<file path="config.mk">
export PLATFORM = sky130hd
export DESIGN_NAME = spi_slave_rx
export DESIGN_NICKNAME = d
export VERILOG_FILES = /design/src/rtl/spi_pkg.sv /design/src/rtl/spi_input_sync.sv /design/src/rtl/spi_slave_rx.sv
export SDC_FILE = /design/constraint.sdc
export NUM_CORES = 1
export LEC_CHECK = 0
export BUFFER_PORTS_ARGS = -buffer_cell sky130_fd_sc_hd__buf_2
export CORE_MARGIN = 10
export CORE_UTILIZATION = 40
export DETAILED_ROUTE_END_ITERATION = 12
export PLACE_DENSITY = 0.63
export SLEW_MARGIN = 5
export SYNTH_ARGS = -nofsm -noshare
export SYNTH_HDL_FRONTEND = slang
export SYNTH_SLANG_ARGS = --single-unit
export TNS_END_PERCENT = 20
</file>
<file path="constraint.sdc">
create_clock -name clk -period 1.7 [get_ports clk]
set_clock_uncertainty 0.1 [all_clocks]
set_input_delay 0.255 -clock clk [delete_from_list [all_inputs] [get_ports clk]]
set_output_delay 0.255 -clock clk [all_outputs]
set_load 0.01 [all_outputs]
</file>
<file path="src/rtl/spi_pkg.sv">
// Shared SPI definitions: default word width, bus mode and receiver state encoding.
package spi_pkg;

    localparam int unsigned SPI_WIDTH = 8;

    typedef struct packed {
        logic cpol;
        logic cpha;
        logic msb_first;
    } spi_mode_t;

    localparam spi_mode_t SPI_MODE = '{cpol: 1'b0, cpha: 1'b0, msb_first: 1'b1};

    typedef enum logic {
        IDLE = 1'b0,
        RECV = 1'b1
    } rx_state_e;

endpackage

</file>
<file path="src/rtl/spi_input_sync.sv">
// Multi-flop synchroniser for one asynchronous input, with rise/fall strobes on the synced level.
module spi_input_sync #(
    parameter int unsigned SYNC_STAGES = 2,
    parameter logic        RESET_VAL   = 1'b0
) (
    input  logic clk,
    input  logic reset,
    input  logic d,
    output logic q,
    output logic rise,
    output logic fall
);

    logic [SYNC_STAGES-1:0] sync_q;
    logic                   prev_q;

    always_ff @(posedge clk or posedge reset) begin
        if (reset) begin
            sync_q <= {SYNC_STAGES{RESET_VAL}};
            prev_q <= RESET_VAL;
        end else begin
            sync_q <= {sync_q[SYNC_STAGES-2:0], d};
            prev_q <= sync_q[SYNC_STAGES-1];
        end
    end

    assign q    = sync_q[SYNC_STAGES-1];
    assign rise = q & ~prev_q;
    assign fall = ~q & prev_q;

endmodule

</file>
<file path="src/rtl/spi_slave_rx.sv">
// SPI mode-0 target receiver: synchronises SCLK/MOSI/SS, shifts MSB-first words, valid/ack holding register.
module spi_slave_rx
    import spi_pkg::*;
#(
    parameter int unsigned DATA_WIDTH  = SPI_WIDTH,
    parameter int unsigned SYNC_STAGES = 2
) (
    input  logic                  clk,
    input  logic                  reset,
    input  logic                  SCLK,
    input  logic                  MOSI,
    input  logic                  SS,
    output logic [DATA_WIDTH-1:0] rx_data,
    output logic                  rx_valid,
    input  logic                  rx_ack,
    output logic                  overrun,
    output logic                  frame_err,
    output logic                  busy
);

    localparam int unsigned     CNT_W    = $clog2(DATA_WIDTH + 1);
    localparam logic [CNT_W-1:0] LAST_BIT = CNT_W'(DATA_WIDTH - 1);

    logic sclk_s, sclk_rise, sclk_fall;
    logic mosi_s, mosi_rise, mosi_fall;
    logic ss_s, ss_rise, ss_fall;
    logic unused_sync;

    spi_input_sync #(.SYNC_STAGES(SYNC_STAGES), .RESET_VAL(1'b0)) u_sync_sclk (
        .clk(clk), .reset(reset), .d(SCLK), .q(sclk_s), .rise(sclk_rise), .fall(sclk_fall)
    );
    spi_input_sync #(.SYNC_STAGES(SYNC_STAGES), .RESET_VAL(1'b0)) u_sync_mosi (
        .clk(clk), .reset(reset), .d(MOSI), .q(mosi_s), .rise(mosi_rise), .fall(mosi_fall)
    );
    // SS resets low so a select held across reset release never looks like a new frame.
    spi_input_sync #(.SYNC_STAGES(SYNC_STAGES), .RESET_VAL(1'b0)) u_sync_ss (
        .clk(clk), .reset(reset), .d(SS), .q(ss_s), .rise(ss_rise), .fall(ss_fall)
    );

    assign unused_sync = &{1'b0, sclk_s, sclk_fall, mosi_rise, mosi_fall, ss_s};

    rx_state_e               state_q, state_d;
    logic [CNT_W-1:0]        bit_cnt_q, bit_cnt_d;
    logic [DATA_WIDTH-1:0]   shift_q, shift_d;
    logic [DATA_WIDTH-1:0]   rx_data_q, rx_data_d;
    logic                    rx_valid_q, rx_valid_d;
    logic                    overrun_q, overrun_d;
    logic                    frame_err_q, frame_err_d;
    logic                    word_done;

    always_ff @(posedge clk or posedge reset) begin
        if (reset) begin
            state_q     <= IDLE;
            bit_cnt_q   <= '0;
            shift_q     <= '0;
            rx_data_q   <= '0;
            rx_valid_q  <= 1'b0;
            overrun_q   <= 1'b0;
            frame_err_q <= 1'b0;
        end else begin
            state_q     <= state_d;
            bit_cnt_q   <= bit_cnt_d;
            shift_q     <= shift_d;
            rx_data_q   <= rx_data_d;
            rx_valid_q  <= rx_valid_d;
            overrun_q   <= overrun_d;
            frame_err_q <= frame_err_d;
        end
    end

    always_comb begin
        state_d     = state_q;
        bit_cnt_d   = bit_cnt_q;
        shift_d     = shift_q;
        rx_data_d   = rx_data_q;
        rx_valid_d  = rx_valid_q;
        overrun_d   = 1'b0;
        frame_err_d = 1'b0;
        word_done   = 1'b0;

        case (state_q)
            IDLE: begin
                if (ss_fall) begin
                    state_d   = RECV;
                    bit_cnt_d = '0;
                    shift_d   = '0;
                end
            end
            RECV: begin
                // Deselect takes priority over a coincident SCLK edge.
                if (ss_rise) begin
                    state_d     = IDLE;
                    frame_err_d = (bit_cnt_q != '0);
                    bit_cnt_d   = '0;
                    shift_d     = '0;
                end else if (sclk_rise) begin
                    shift_d = {shift_q[DATA_WIDTH-2:0], mosi_s};
                    if (bit_cnt_q == LAST_BIT) begin
                        bit_cnt_d = '0;
                        word_done = 1'b1;
                    end else begin
                        bit_cnt_d = bit_cnt_q + 1'b1;
                    end
                end
            end
            default: state_d = IDLE;
        endcase

        if (rx_ack) begin
            rx_valid_d = 1'b0;
        end
        if (word_done) begin
            if (!rx_valid_q || rx_ack) begin
                rx_data_d  = shift_d;
                rx_valid_d = 1'b1;
            end else begin
                overrun_d = 1'b1;
            end
        end
    end

    assign rx_data   = rx_data_q;
    assign rx_valid  = rx_valid_q;
    assign overrun   = overrun_q;
    assign frame_err = frame_err_q;
    assign busy      = (state_q == RECV);

endmodule
</file>
==> impl_metrics.tcl <==
set metrics [dict create \
    status "complete, no violations" \
    maxSlewHeadroom_pct 72.2 \
    wire_per_inst_microns 13.4 \
    end_kind "flip-flop" \
    cp-start-kind "flip-flop" \
    drtIter0Drc 28 \
    fmax_mhz 610 \
    synthMuxAreaShare_pct 9.38 \
    synth_top_family_by_area "compound AO/OA/AOI/OAI gates" \
    dp_hpwl_microns 1650 \
    clk_pin_slew_worst_paths_ns 0.09 \
    vias 832 \
    async_reset_ff_share_pct 100 \
    layout-drive-gt1-share_pct 32.6 \
    cts-buffers-inserted 5 \
    area_delta_synth_final_pct 20.3 \
    synth.distinct_cells 24 \
    synth_top_area_share_pct 60.6 \
    worstPathCellList "ha_2 -> and3b_1 -> and4_4 -> mux2_4" \
    ys.flop_type "dfrtp_1" \
    pwr-share-seq_pct 56.7 \
    io_buffers 17 \
    crit_fanout 8 \
    worst_slack_ns 0.0594 \
    via_per_inst 4.81 \
    synth_area_sq_um 1280 \
    power_density_nw_per_um2 894 \
    drc 0 \
    grt_max_degree 32 \
    grt_pass1_vias 901 \
    wl_microns 2310 \
    crit_arrival_ns 1.76 \
    leakage_nw 0.738 \
    antenna_found_initial 0 \
    cpPeakStageDelay_ns 0.39 \
    fin_tns_setup_ns 0 \
    chipWidth_microns 76.6 \
    critPathSlowestCell "dfrtp_1" \
    grt-ovfl-total 0 \
    hold_path_class "in -> reg" \
    initial_utilization_pct 41.9 \
    cp.required_ns 1.82 \
    boundaryPins 18 \
    worst_pin_slew_ns 0.416 \
    finalPower_w 0.00138 \
    clock_latency_ns 0.33 \
    swShare_pct 23.3 \
    grt_use_total_pct 8.73 \
    synth.largest_area_cell "dfrtp_1" \
    yosys-top-cells-area "dfrtp_1 61%, mux2_4 9.4%, o32ai_1 4.1%" \
    clkSinkCount 31 \
    rsz0062_at_grt "false" \
    max_cap_violations 0 \
    synth_edf_count 0 \
    cts_root_buf "clkbuf_4" \
    pwr-share-comb_pct 8.7 \
    syn_inst 98 \
    clockBufferDepth 2 \
    place_ws_ns 0.0621 \
    die_h_microns 76.6 \
    core_sq_um 3050 \
    yosysSeqAreaShare_pct 60.6 \
    power_frac_clock_pct 34.6 \
    worstSetupPathType "reg -> reg" \
    synthSimpleGateAreaFrac_pct 8.50 \
    synth.yosys.warnings 0 \
    avgSynthCellArea_sq_um 13.1 \
    setup_viol 0 \
    h-tree-depth 2 \
    slew_viol_final 0 \
    hold_slack_ns 0.149 \
    p_int_w 0.00106 \
    synth_compound_gate_area_share_pct 12.9 \
    antenna_cells 0 \
    rows 20 \
    finalCritPeriodShare_pct 96.5 \
    die_area_sq_um 5860 \
    ant_nets 0 \
    ys_ff_latch 31 \
    min_period_ns 1.64 \
    firstDrtPassIters 4 \
    nets 136 \
    synthAdderAreaFrac_pct 1.96 \
    cts_tree "yes" \
    syn_nets 106 \
    synthXorXnorAreaFrac_pct 0 \
    synth_most_common_cell "dfrtp_1" \
    p_switching_w 0.000321 \
    final_hold_viol_count 0 \
    ir_worst_vdd_uv 514 \
    grt_pass1_wl_microns 4110 \
    routabilityCongestion 0.853 \
    synth.top_cells.by_count "31 x dfrtp_1, 11 x inv_1, 8 x mux2_4" \
]
## flip-flops by register name (all words and copies together) (netlist names)
register / cells
rx_valid: 1
overrun: 1
u_sync_sclk.sync_q: 2
u_sync_sclk.prev_q: 1
shift_q: 7
rx_data: 8
u_sync_ss.prev_q: 1
frame_err: 1
u_sync_ss.sync_q: 2
u_sync_mosi.sync_q: 2
bit_cnt_q: 4
busy: 1
## worst max-delay path: cells and delay by family (launching register included)
family        cells  cell delay (ns)
simple gates      2             0.51
flops             1             0.39
mux               1             0.32
fa+ha+maj         1             0.20
## power groups by stage
stage / Combinational (W) / Sequential (W) / Clock [W]
finish: 0.000120 / 0.000781 / 0.000476
global route: 0.000135 / 0.000784 / 0.000529
CTS: 0.000121 / 0.000780 / 0.000493
detailed placement: 0.000114 / 0.000795 / 0
global placement: 0.000111 / 0.000793 / 0
floorplan: 0.0000798 / 0.000794 / 0
## per-stage QoR
stage | util, % | std cells | cell area, sq um
after floorplan | - | 98 | 1280
after global placement | 46.6 | 160 | 1420
after detailed placement | 46.6 | 160 | 1420
after CTS | 50.1 | 172 | 1530
after global routing | 50.5 | 173 | 1540
final | 50.5 | 173 | 1540
## cell families after synthesis
family,Yosys count
buffers and inverters,16
multiplexers,8
AND/OR/NAND/NOR,19
flip-flops,31
AO/OA/AOI/OAI,22
adder cells (fa/ha/maj),2
## cell type report
cell class | instances | area (sq um)
fillers | 291 | 1510
repair buffers | 28 | 178
flip-flops and latches | 31 | 776
clock buffers | 8 | 68.8
multi-input cells | 51 | 422
inverters | 11 | 41.3
well taps | 44 | 55.1
## metal layers
layer  routed length, microns  vias to the layer above  GRT usage, %
met2                     1050                       18          13.9
met4                       37                        0          3.53
met5                        0                        -             0
met1                     1060                      401          9.15
met3                      162                        6          5.31
li1                         -                      407             -
## cell usage in the layout, fill, tap and decap left out
master and n:
a21oi_2 1, clkbuf_8 2, buf_4 7, and4_4 1, a211oi_1 3, nor2b_1 2, o31ai_1 4, ha_1 1
o2111ai_1 1, clkbuf_4 5, nand2_1 4, inv_1 11, mux2_4 8, a41oi_1 1, nand3_1 2, ha_2 1
dlygate4sd3_1 4, o21ai_0 2, a21oi_1 3, dfrtp_1 31, buf_2 17, o32ai_1 6, clkbuf_1 1, nand2b_1 4
o41ai_1 1, and3b_1 2, nor2_1 3, nor4_1 1
## worst paths after layout
path	slack, ns	endpoint	startpoint	cells past startpoint
min	0.15	overrun	rx_ack	3
min reg2reg	0.26	u_sync_sclk.sync_q[1]	u_sync_sclk.sync_q[0]	0
max in group asynchronous	0.79	u_sync_ss.prev_q	reset	4
max reg2reg	0.06	rx_data[0]	bit_cnt_q[0]	4
max	0.06	rx_data[0]	bit_cnt_q[0]	4
min in group asynchronous	0.43	rx_valid	reset	4
## what timing repair did
item | CTS | global route
resized for setup | 0 | 1
hold buffers | 4 | 0
buffers inserted | 0 | 1
setup endpoints to repair | 0 | 8
endpoints found under the hold margin | 34 | 0
Power figures use the tool's default switching activity.
